File: config.mk
export PLATFORM = sky130hd
export DESIGN_NAME = coin_return_controller
export DESIGN_NICKNAME = d
export VERILOG_FILES = /design/src/rtl/coin_return_controller_pkg.sv /design/src/rtl/coin_return_controller_largest_coin_select.sv /design/src/rtl/coin_return_controller.sv
export SDC_FILE = /design/constraint.sdc
export NUM_CORES = 1
export LEC_CHECK = 0
export CORE_UTILIZATION = 45
export CTS_BUF_LIST = sky130_fd_sc_hd__clkbuf_8
export DETAILED_ROUTE_END_ITERATION = 6
export PLACE_DENSITY_LB_ADDON = 0.3
export SLEW_MARGIN = 0
export SYNTH_ARGS = -nofsm -noshare
export SYNTH_HDL_FRONTEND = slang
export SYNTH_SLANG_ARGS = --single-unit
File: constraint.sdc
create_clock -name clk -period 3.5 [get_ports clk]
set_clock_uncertainty 0.15 [all_clocks]
set_input_delay 0.7 -clock clk [delete_from_list [all_inputs] [get_ports clk]]
set_output_delay 0.7 -clock clk [all_outputs]
set_load 0.005 [all_outputs]
File: src/rtl/coin_return_controller_pkg.sv
// rtl/coin_return_controller_pkg.sv - shared sizes and state encoding for the coin return controller
package coin_return_controller_pkg;

    localparam int kNumCoins   = 3;
    localparam int kNumItems   = 4;
    localparam int kTotalBits  = 31;
    localparam int kWaitCycles = 100;

    // Encoding 3 is unused and recovers to IDLE.
    typedef enum logic [1:0] {
        ST_IDLE   = 2'd0,
        ST_COUNT  = 2'd1,
        ST_RETURN = 2'd2
    } state_e;

endpackage

File: src/rtl/coin_return_controller_largest_coin_select.sv
// rtl/coin_return_controller_largest_coin_select.sv - greedy picker of the largest coin not exceeding the balance
module largest_coin_select #(
    parameter int kNumCoins  = 3,
    parameter int kTotalBits = 31
) (
    input  logic [kTotalBits-1:0]   balance,
    input  logic [32*kNumCoins-1:0] coin_value,
    output logic [kNumCoins-1:0]    coin,
    output logic                    none
);

    // Denominations ascend, so the last fitting index in the scan is the largest coin.
    always_comb begin
        coin = '0;
        none = 1'b1;
        for (int i = 0; i < kNumCoins; i++) begin
            if (coin_value[32*i +: kTotalBits] <= balance) begin
                coin    = '0;
                coin[i] = 1'b1;
                none    = 1'b0;
            end
        end
    end

endmodule

File: src/rtl/coin_return_controller.sv
// rtl/coin_return_controller.sv - idle/count/return controller with inactivity timeout and greedy coin drain
module coin_return_controller #(
    parameter int kNumCoins   = coin_return_controller_pkg::kNumCoins,
    parameter int kTotalBits  = coin_return_controller_pkg::kTotalBits,
    parameter int kWaitCycles = coin_return_controller_pkg::kWaitCycles
) (
    input  logic                                        clk,
    input  logic                                        reset,
    input  logic [kTotalBits-1:0]                       current_total,
    input  logic [32*kNumCoins-1:0]                     coin_value,
    input  logic [kNumCoins-1:0]                        i_input_coin,
    input  logic [coin_return_controller_pkg::kNumItems-1:0] o_output_item,
    input  logic                                        i_trigger_return,
    output logic [kNumCoins-1:0]                        o_return_coin,
    output logic [31:0]                                 o_wait_time,
    output logic                                        o_busy
);

    import coin_return_controller_pkg::*;

    localparam logic [31:0] kWaitInit = 32'(kWaitCycles);

    state_e                 state_q, state_d;
    logic [31:0]            wait_q, wait_d;
    logic                   busy_q, busy_d;
    logic [kNumCoins-1:0]   sel_coin;
    logic                   sel_none;
    logic                   activity;
    logic                   total_zero;

    largest_coin_select #(
        .kNumCoins  (kNumCoins),
        .kTotalBits (kTotalBits)
    ) u_select (
        .balance    (current_total),
        .coin_value (coin_value),
        .coin       (sel_coin),
        .none       (sel_none)
    );

    assign activity   = (|i_input_coin) || (|o_output_item);
    assign total_zero = (current_total == '0);

    always_comb begin
        state_d = state_q;
        wait_d  = wait_q;
        case (state_q)
            ST_IDLE: begin
                wait_d = kWaitInit;
                if (!total_zero) begin
                    state_d = ST_COUNT;
                end
            end
            ST_COUNT: begin
                if (activity) begin
                    wait_d = kWaitInit;
                end else if (wait_q != 32'd0) begin
                    wait_d = wait_q - 32'd1;
                end
                // An empty balance outranks both the trigger and the timeout.
                if (total_zero) begin
                    state_d = ST_IDLE;
                    wait_d  = kWaitInit;
                end else if (i_trigger_return) begin
                    state_d = ST_RETURN;
                end else if ((wait_q == 32'd0) && !activity) begin
                    state_d = ST_RETURN;
                end
            end
            ST_RETURN: begin
                if (sel_none) begin
                    state_d = ST_IDLE;
                    wait_d  = kWaitInit;
                end
            end
            default: begin
                state_d = ST_IDLE;
                wait_d  = kWaitInit;
            end
        endcase
        busy_d = (state_d == ST_RETURN);
    end

    always_ff @(posedge clk) begin
        if (reset) begin
            state_q <= ST_IDLE;
            wait_q  <= kWaitInit;
            busy_q  <= 1'b0;
        end else begin
            state_q <= state_d;
            wait_q  <= wait_d;
            busy_q  <= busy_d;
        end
    end

    assign o_return_coin = (state_q == ST_RETURN) ? sel_coin : '0;
    assign o_wait_time   = wait_q;
    assign o_busy        = busy_q;

endmodule

* After elaboration in Yosys (flattened, before gate mapping) *
Cells that the tools add are included.

word-level totals
  flip-flop bits (word level) = 35
  latch bits = 0
  RAM bits = 0
  bits in read-only memories = 0
  input port bits = 137
  output and inout bits = 36
  logic and storage cells = 40
  memories = 0

cells by class
  add/sub/neg operators = 1
  multipliers = 0
  divide/modulo/power cells = 0
  magnitude comparators = 3
  equality and inequality tests = 5
  shift-type cells = 0
  mux-type cells = 18
  bitwise operators = 0
  reduce and logical (&&, ||, !) cells = 10

operator list
  operator                                                                count
  32-bit 2-to-1 mux                                                       4
  31-bit <= comparator                                                    3
  32-bit case mux with 2 select lines                                     1
  32-bit logical NOT                                                      1
  32-bit nonzero test                                                     1
  32-bit by 1-bit subtractor with 32-bit output (second input constant)   1
  31-bit logical NOT                                                      1
  2-bit 2-to-1 mux                                                        6
  3-bit 2-to-1 mux                                                        2
  2-bit case mux with 3 select lines                                      1
  2-bit equality test (second input constant)                             2
  1-bit 2-to-1 mux                                                        4
  4-bit != test (second input constant)                                   1
  4-bit OR reduction                                                      1
  3-bit OR reduction                                                      1
  2-bit by 1-bit equality test with 1-bit output (second input constant)  1
  2-bit logical NOT                                                       1
  2-bit != test (second input constant)                                   1
  2-bit AND reduction                                                     1
  1-bit logical AND                                                       1
  1-bit logical NOT                                                       1
  1-bit logical OR                                                        1

* Depth between registers and ports, before layout *
Gate-level depths: netlist of the first run.

  word-level depth = 9
  depth in mapped cells = 11
  gate-level depth less buffers = 10

* Modules after synthesis *
From an unflattened synthesis of the first run, not the netlist that was laid out.

unflattened totals
  cells, all modules = 519
  area total of the unflattened synthesis = 4150.2 um^2

modules (own cells, without submodules)
  module                  times used  cells an instance  area each (um^2)  sequential area each (um^2)
  largest_coin_select     1           274                2207.1            0.0
  coin_return_controller  1           245                1943.1            700.7

* Least setup slack after synthesis of the first run *
No wires, ideal clock.

  path kind = input -> register
  from = input port current_total[30]
  to = register wait_q[14] (netlist: o_wait_time[14])
  library setup time = 0.120 ns
  arrival time = 2.945 ns
  data required time = 3.230 ns
  setup slack = 0.285 ns
  stages = 10
  path buffers = 1
  cells stage by stage = inv_1 > ha_1 > nand4_1 > or4_1 > a211oi_1 > o211ai_1 > a22oi_1 > clkbuf_1 > nor3b_1 > a211o_1

on the way
  longest elaborated chain between the ends = 6
  elaborated cells between the ends (all ways) = 12
  classes of those cells = order compare: 3; eq/ne: 2; mux: 5; reduce/logical: 2

ends and longest elaborated chain
  item                                  line                                              text
  from (decl)                           coin_return_controller.sv:9                       input logic [kTotalBits-1:0] current_total,
  31-bit <= comparator                  coin_return_controller_largest_coin_select.sv:17  if (coin_value[32*i +: kTotalBits] <= balance) begin
  1-bit 2-to-1 mux (3 in a row)         coin_return_controller_largest_coin_select.sv:17
  2-bit != test (no source line)        -
  2-bit AND reduction (no source line)  -
  to (signal assigned)                  coin_return_controller.sv:87                      wait_q <= kWaitInit;
  to (signal assigned)                  coin_return_controller.sv:91                      wait_q <= wait_d;
  to (decl)                             coin_return_controller.sv:24                      logic [31:0] wait_q, wait_d;

Parallel ways exist; a longest one is shown, timed or not.
A chain may end at the register's enable or synchronous reset.

* Worst setup path in the final report of the first run *
  from = input port coin_value[27]
  to = output port o_return_coin[0]

on the way
  longest elaborated chain between the ends = 5

ends and longest elaborated chain
  item                  line                                              text
  from (decl)           coin_return_controller.sv:10                      input logic [32*kNumCoins-1:0] coin_value,
  31-bit <= comparator  coin_return_controller_largest_coin_select.sv:17
  1-bit 2-to-1 mux      coin_return_controller_largest_coin_select.sv:17
  2-bit 2-to-1 mux      coin_return_controller_largest_coin_select.sv:17
  3-bit 2-to-1 mux      coin_return_controller_largest_coin_select.sv:17
  3-bit 2-to-1 mux      coin_return_controller.sv:96                      assign o_return_coin = (state_q == ST_RETURN) ? sel_coin : '0;
  to (decl)             coin_return_controller.sv:14                      output logic [kNumCoins-1:0] o_return_coin,

No other way between the ends.

==> out/qor.yml, run 1 <==
synth_xor_area_share_pct: 0
worstPathArrival_ns: 2.78
worstSetupEndpointType: "primary output"
ant_nets: 0
grt_usage_pct: 34.5
report.final.hold_viol_count: 0
finalWorstSetupSlack_ns: -0.127
synthFlopType: "dfxtp_1"
synth_mux_area_share_pct: 0.273
cts_buffer_depth: 2
maxCapViolations: 0
clkPwrFrac_pct: 21.9
yosys_warnings: 0
power_frac_comb_pct: 48.9
async_flop_share_pct: 0
worstHoldStart: "o_wait_time[22]"
fp.dieW_um: 97.8
slew_headroom_pct: 51.5
violations: "DRC, setup timing"
cp_max_fo: 2
period_needed_ns: 3.63
place_congestion: 0.910
grt_max_degree: 23
fin_crit_sh_pct: 104
clk_latency_ns: 0.29
start_util_pct: 46.9
synth_compound_area_share_pct: 24.1
antenna_found_initial: 2
r2r-end: "o_wait_time[30]"
cts_buffers: 5
dp_hpwl_um: 12500
startpoint_type: "input port"
power.internal_mw: 0.907
r2r-start: "o_wait_time[6]"
finalSetupTns_ns: -0.650
status: "finished with violations"
setup_viol: 11
p_leak_nw: 3.16
max_freq_mhz: 276
netlist_area_um2: 4130
min_path_cells: 1
h-tree-depth: 2
synth_top_family_by_area: "adder cells"
pwr-share-seq_pct: 29.3
cts.sinks: 35
synth_nets: 763
fin_hold_ws_ns: 0.377
p_sw_share_pct: 35.3
hp-class: "reg -> reg"
layout-drive-gt1-share_pct: 34.4
critPathRequiredTime_ns: 2.65
synth-adder-area-share_pct: 28.5
ys_ff_latch: 35
vias: 5861
hold_path_end: "o_wait_time[22]"
grt_pass1_vias: 5474
stdcell_count: 902
syn_area_per_cell_um2: 7.77
die_area_um2: 9570
irDropWorstVdd_v: 0.000223
grt-ovfl-total: 0
drc_errors: 48
ys_seq_area_share_pct: 17.0
core_um2: 8810
via_per_inst: 6.50
p_per_area_nw_per_um2: 189
layout.nets: 1022
dp.cells: 860
cts_tree: "yes"
ys_types: 53
synthCells: 532
drt_iter0_markers: 485
finalPower_mw: 1.40
final_max_slew_viol_count: 0
io_buffers: 169
grt_first_pass_wirelength_um: 26700
row_count: 34
fillers: 480
cts.clk_slew.worst_paths_ns: 0.07
pre_cts_ws_ns: -0.856
postCtsHoldBufs: 0
synth-edff-count: 0
die_y_um: 97.8
p_switching_mw: 0.495
tightestPinTransition_ns: 0.721
syn2layout_area_growth_pct: 79.0
critical_path_class: "in -> out"
root_buffer: "clkbuf_8"
ios: 173
r2r_cells: 8
synth_simple_gate_area_share_pct: 24.6
dr.pass1.iters: 7
r2r_slack_ns: 0.33
wl_per_cell_um: 21.3
wirelength_um: 19200
## cell families after synthesis
family                   after synthesis
multiplexers                           1
AO/OA/AOI/OAI                        154
AND/OR/NAND/NOR                      188
flip-flops                            35
buffers and inverters                 60
adder cells (fa/ha/maj)               94
## how the worst max path moves through the flow
stage / startpoint / to / slack (ns) / depth (start not counted)
finish: coin_value[27] / o_return_coin[0] / -0.13 / 11
global route: coin_value[84] / o_wait_time[1] / -0.18 / 14
CTS: coin_value[43] / o_return_coin[1] / 0.0005 / 9
detailed placement: current_total[28] / o_return_coin[1] / -0.86 / 10
global placement: current_total[13] / o_return_coin[1] / -0.73 / 10
floorplan: current_total[30] / o_wait_time[14] / 0.29 / 10
## synth_stat cells (2+ instances only)
library cell	n	area share, %
o21ai_1	2	0.24
dfxtp_1	35	17
nor3_1	22	2.7
a221oi_1	4	0.85
or4_1	4	0.73
o31ai_1	4	0.73
o211ai_1	2	0.36
buf_2	2	0.24
and2_1	2	0.30
clkbuf_1	13	1.2
a211oi_1	13	2.4
a311oi_1	17	3.6
nor2_1	34	3.1
a21oi_1	54	6.5
inv_1	44	4.0
a21o_1	3	0.55
nand3_1	11	1.3
and3_1	3	0.45
nand3b_1	2	0.36
nor4_2	2	0.61
or4b_1	2	0.48
nor2b_1	5	0.76
nand2b_1	7	1.1
or3_1	2	0.30
a31oi_1	12	1.8
nand2_1	41	3.7
o21ai_0	23	2.8
nand4_1	25	3.8
nor4_1	17	2.6
ha_1	94	28
o41ai_1	4	0.85
a221o_1	3	0.73
a22oi_1	4	0.73
## layer usage
layer / global-route usage (%) / routed length (um) / vias to the layer above / part of all wire [%]
li1: - / - / 2576 / -
met4: 9.44 / 940 / 0 / 4.9
met2: 60.6 / 9230 / 397 / 48
met1: 44.1 / 7290 / 2780 / 38
met3: 5.01 / 1740 / 108 / 9.1
met5: 0 / 0 / - / 0
## sequential cells by signal, indices dropped and copies added (netlist names)
| name | flops |
|---|---|
| o_wait_time | 32 |
| o_busy | 1 |
| state_q | 2 |
## critical path, cell delays in order
cell and delay (ns):
clkdlybuf4s50_1 0.46, ha_1 0.33, nand4_1 0.14, nor4_2 0.16, buf_4 0.17, nand4_1 0.12
buf_4 0.18, o41ai_2 0.06, nand2_1 0.14, nor2_1 0.16, buf_2 0.16
## layout by cell type, fill, tap and decap left out, types with 4 or more instances in the layout
| cell | count |
|---|---|
| ha_1 | 51 |
| nor4_2 | 4 |
| buf_2 | 5 |
| inv_2 | 27 |
| a21oi_2 | 7 |
| nand3_1 | 10 |
| nand4_1 | 25 |
| nor3_2 | 4 |
| nor2b_1 | 5 |
| nand2b_1 | 7 |
| inv_1 | 14 |
| o21ai_1 | 6 |
| nor2_1 | 30 |
| a211oi_2 | 5 |
| clkdlybuf4s15_1 | 13 |
| a31oi_1 | 11 |
| clkbuf_8 | 6 |
| clkdlybuf4s50_1 | 63 |
| o21ai_0 | 17 |
| buf_6 | 4 |
| a211oi_1 | 8 |
| a311oi_1 | 17 |
| dlygate4sd2_1 | 37 |
| nand2_1 | 40 |
| a21oi_1 | 46 |
| ha_4 | 42 |
| nor4_1 | 14 |
| dlymetal6s2s_1 | 19 |
| buf_4 | 98 |
| clkbuf_2 | 28 |
| dfxtp_1 | 35 |
| nor3_1 | 17 |
## power groups by stage
stage               clock network (mW)  logic, mW  registers [mW]
finish                           0.306      0.685           0.410
global route                     0.320      0.731           0.410
CTS                              0.301      0.557           0.409
detailed placement                   0      0.518           0.418
global placement                     0      0.495           0.417
floorplan                            0      0.219           0.417
## final cells by class
cell class | count | area (um^2) | share of cell area, %
Multi-Input combinational cell | 437 | 4010 | 54.3
Timing Repair Buffer | 268 | 2280 | 30.8
Sequential cell | 35 | 701 | 9.47
Inverter | 44 | 173 | 2.33
Tap cell | 108 | 135 | 1.83
Clock buffer | 6 | 82.6 | 1.12
Antenna cell | 3 | 7.51 | 0.101
Clock inverter | 1 | 5.00 | 0.0677
## stage by stage
| stage | utilization, % | area (um^2) |
|---|---|---|
| 6_report | 84.0 | 7400 |
| 5_1_grt | 84.0 | 7390 |
| 4_1_cts | 78.5 | 6920 |
| 3_5_place_dp | 72.6 | 6390 |
| 3_3_place_gp | 72.6 | 6390 |
| 2_1_floorplan | - | 4130 |
## repair_timing
action                                  in CTS  in global routing
endpoints found under the setup margin      35                 28
cloned                                       0                  0
setup buffers                               21                 12
pin swaps                                   77                 68
resized for setup                          187                159
Power figures use the tool's default switching activity.
==> inputs of run 2 (changes only) <==
- SETUP_SLACK_MARGIN: not set -> 0.02
==> run 2 against run 1 <==
  * Utilization increased by 1.8 points
  * Count of clock-buffer cells in the layout stayed put
  * Sequential share of layout area shrank 0.20 points
  * Highest routed layer unchanged
  * Worst hold slack worse by 0.00069 ns
  * Global-route usage increased by 1.5 points
  * Die area unchanged
  * Largest power group unchanged
  * Critical path depth grew 5
  * Via count decreased by 0.32%
  * The run still ends with DRC, setup timing left
  * Worst setup slack improved by 0.037 ns
  * Total power increased by 2.4%
==> out/qor.yml, run 2 (synthesized netlist as in run 1, its figures left out) <==
vias: 5842  # -0.32%
finalWorstSetupSlack_ns: -0.0899  # +0.0373 ns
critPathMaxStageDelay_ns: 0.45  # about the same
cts.sinks: 35  # unchanged
startpoint_type: "input port"
layout-drive-gt1-share_pct: 37.2  # +2.8 points
die_y_um: 97.8  # unchanged
p_sw_share_pct: 35.4  # +0.11 points
antenna_found_initial: 1  # -1
dp_hpwl_um: 12500  # unchanged
violations: "DRC, setup timing"
clk_latency_ns: 0.29  # about the same
ant_nets: 0  # unchanged
rsz0062_at_grt: "yes"
grt-ovfl-total: 0  # unchanged
die_area_um2: 9570  # unchanged
grt_max_degree: 23  # unchanged
stdcell_count: 900  # -0.22%
postCtsHoldBufs: 0  # unchanged
layout_commonest_cell: "buf_4"
h-tree-depth: 2  # unchanged
post-route-util_pct: 85.8  # +1.8 points
status: "finished with violations"
row_count: 34  # unchanged
core_um2: 8810  # unchanged
period_needed_ns: 3.59  # -0.0373 ns
wl_per_cell_um: 21.8  # +2.6%
worstSetupEndpointType: "flop"
power.internal_mw: 0.927  # +2.2%
critPathRequiredTime_ns: 3.53  # +0.88 ns
root_buffer: "clkbuf_8"
maxCapViolations: 0  # unchanged
setup_viol: 3  # -8
via_per_inst: 6.49  # -0.10%
dr.pass1.iters: 7  # unchanged
critical_path_class: "in -> reg"
drt_iter0_markers: 477  # -1.6%
clkPwrFrac_pct: 21.3  # -0.6 points
cp_max_fo: 3  # +1
hp-class: "reg -> reg"
ios: 173  # unchanged
place_congestion: 0.910  # unchanged
cts_buffer_depth: 2  # unchanged
worstPathArrival_ns: 3.62  # +0.84 ns
r2r-start: "o_wait_time[6]"
slew_headroom_pct: 49.7  # -1.9 points
worst_path_max_delay_cell: "clkdlybuf4s50_1"
io_buffers: 169  # unchanged
irDropWorstVdd_v: 0.000214  # -4.0%
pwr-share-seq_pct: 28.5  # -0.8 points
layout.nets: 1022  # unchanged
cts_buffers: 5  # unchanged
max_freq_mhz: 279  # +1.0%
grt_first_pass_wirelength_um: 27900  # +4.2%
final_max_slew_viol_count: 0  # unchanged
p_per_area_nw_per_um2: 190  # +0.27%
largest_register_ffs: 32  # unchanged
grt_usage_pct: 36.1  # +1.5 points
p_leak_nw: 3.12  # -1.3%
syn2layout_area_growth_pct: 82.8
tightestPinTransition_ns: 0.748  # +0.0275 ns
grt_pass1_vias: 5605  # +2.4%
crit_chain: "clkdlybuf4s50_1 > ha_1 > nand4_1 > nor3_2 > nand4_1 > buf_4 > o41ai_2 > nand2_1 > buf_4 > buf_4 > buf_4 > buf_4 > buf_4 > buf_4 > buf_4 > a221oi_1"
start_util_pct: 46.9  # unchanged
drc_errors: 24  # -50%
fin_crit_sh_pct: 103  # -1.1 points
path_buf_inv: 9  # +5
startpoint: "coin_value[6]"
fillers: 451  # -6.0%
fp.dieW_um: 97.8  # unchanged
power_frac_comb_pct: 50.2  # +1.3 points
report.final.hold_viol_count: 0  # unchanged
cts.clk_slew.worst_paths_ns: 0.07  # about the same
worstHoldStart: "o_wait_time[22]"
cts_tree: "yes"
crit_family: "buffers and inverters"
dp.cells: 860  # unchanged
crit_top_cell: "buf_4"
p_switching_mw: 0.508  # +2.7%
wirelength_um: 19600  # +2.3%
layout_common_cells: "buf_4 (98), clkdlybuf4s50_1 (60), ha_4 (53), a21oi_1 (46), nand2_1 (40)"
==> run 2: cell types whose count changed in the layout (fill, tap and decap cells not counted), moves of 4 or more <==
cell             before  now
clkdlybuf4s15_1      13   25
dlygate4sd2_1        37   25
ha_1                 51   39
ha_4                 42   53
inv_2                27   20
dlymetal6s2s_1       19   13
clkbuf_2             28   32
==> run 2: worst paths after layout <==
path	end	cells after the start	slack (ns)
setup / recovery	o_busy	16	-0.09
hold / removal	o_wait_time[22]	1	0.38
setup reg to reg	o_wait_time[30]	8	0.28
hold reg to reg	o_wait_time[22]	1	0.38
==> run 2: metrics by stage <==
| stage | power [mW] | setup TNS [ns] | instance area, um^2 | hold slack [ns] | setup slack (ns) |
|---|---|---|---|---|---|
| after floorplan | 0.635 | 0 | 4130 | 0.347 | 0.285 |
| after global placement | 0.912 | -11.65 | 6390 | 0.351 | -0.732 |
| after detailed placement | 0.936 | -16.41 | 6390 | 0.356 | -0.856 |
| after CTS | 1.28 | 0 | 7000 | 0.371 | 0.0201 |
| after global routing | 1.50 | -0.412 | 7550 | 0.410 | -0.131 |
| final | 1.43 | -0.173 | 7550 | 0.376 | -0.0899 |
==> run 2: power by group through the flow <==
stage	combinational, mW	clock (mW)	sequential (mW)
after detailed placement	0.518	0	0.418
final	0.720	0.306	0.409
after global placement	0.495	0	0.417
after CTS	0.568	0.301	0.409
after global routing	0.763	0.324	0.410
after floorplan	0.219	0	0.417
==> run 2: area by class of cell <==
cell class | count | area, um^2 | share of cell area (%)
Timing Repair Buffer | 268 | 2270 | 30.0
Clock inverter | 1 | 5.00 | 0.0663
Antenna cell | 1 | 2.50 | 0.0331
Sequential cell | 35 | 701 | 9.28
Multi-Input combinational cell | 437 | 4160 | 55.0
Clock buffer | 6 | 82.6 | 1.09
Tap cell | 108 | 135 | 1.79
Inverter | 44 | 203 | 2.68
==> run 2: metal layers <==
metal	GRT usage [%]	vias to the layer above	wire [um]
li1	-	2576	-
met2	64.5	424	9570
met1	44.5	2709	7120
met5	0	-	0
met4	10.3	0	1110
met3	5.80	133	1850
==> run 2: what timing repair did <==
item / CTS / global route
gates resized for setup: 210 / 206
cloned: 0 / 0
pin swaps: 87 / 77
endpoints found under the setup margin: 35 / 33
setup buffers: 25 / 7
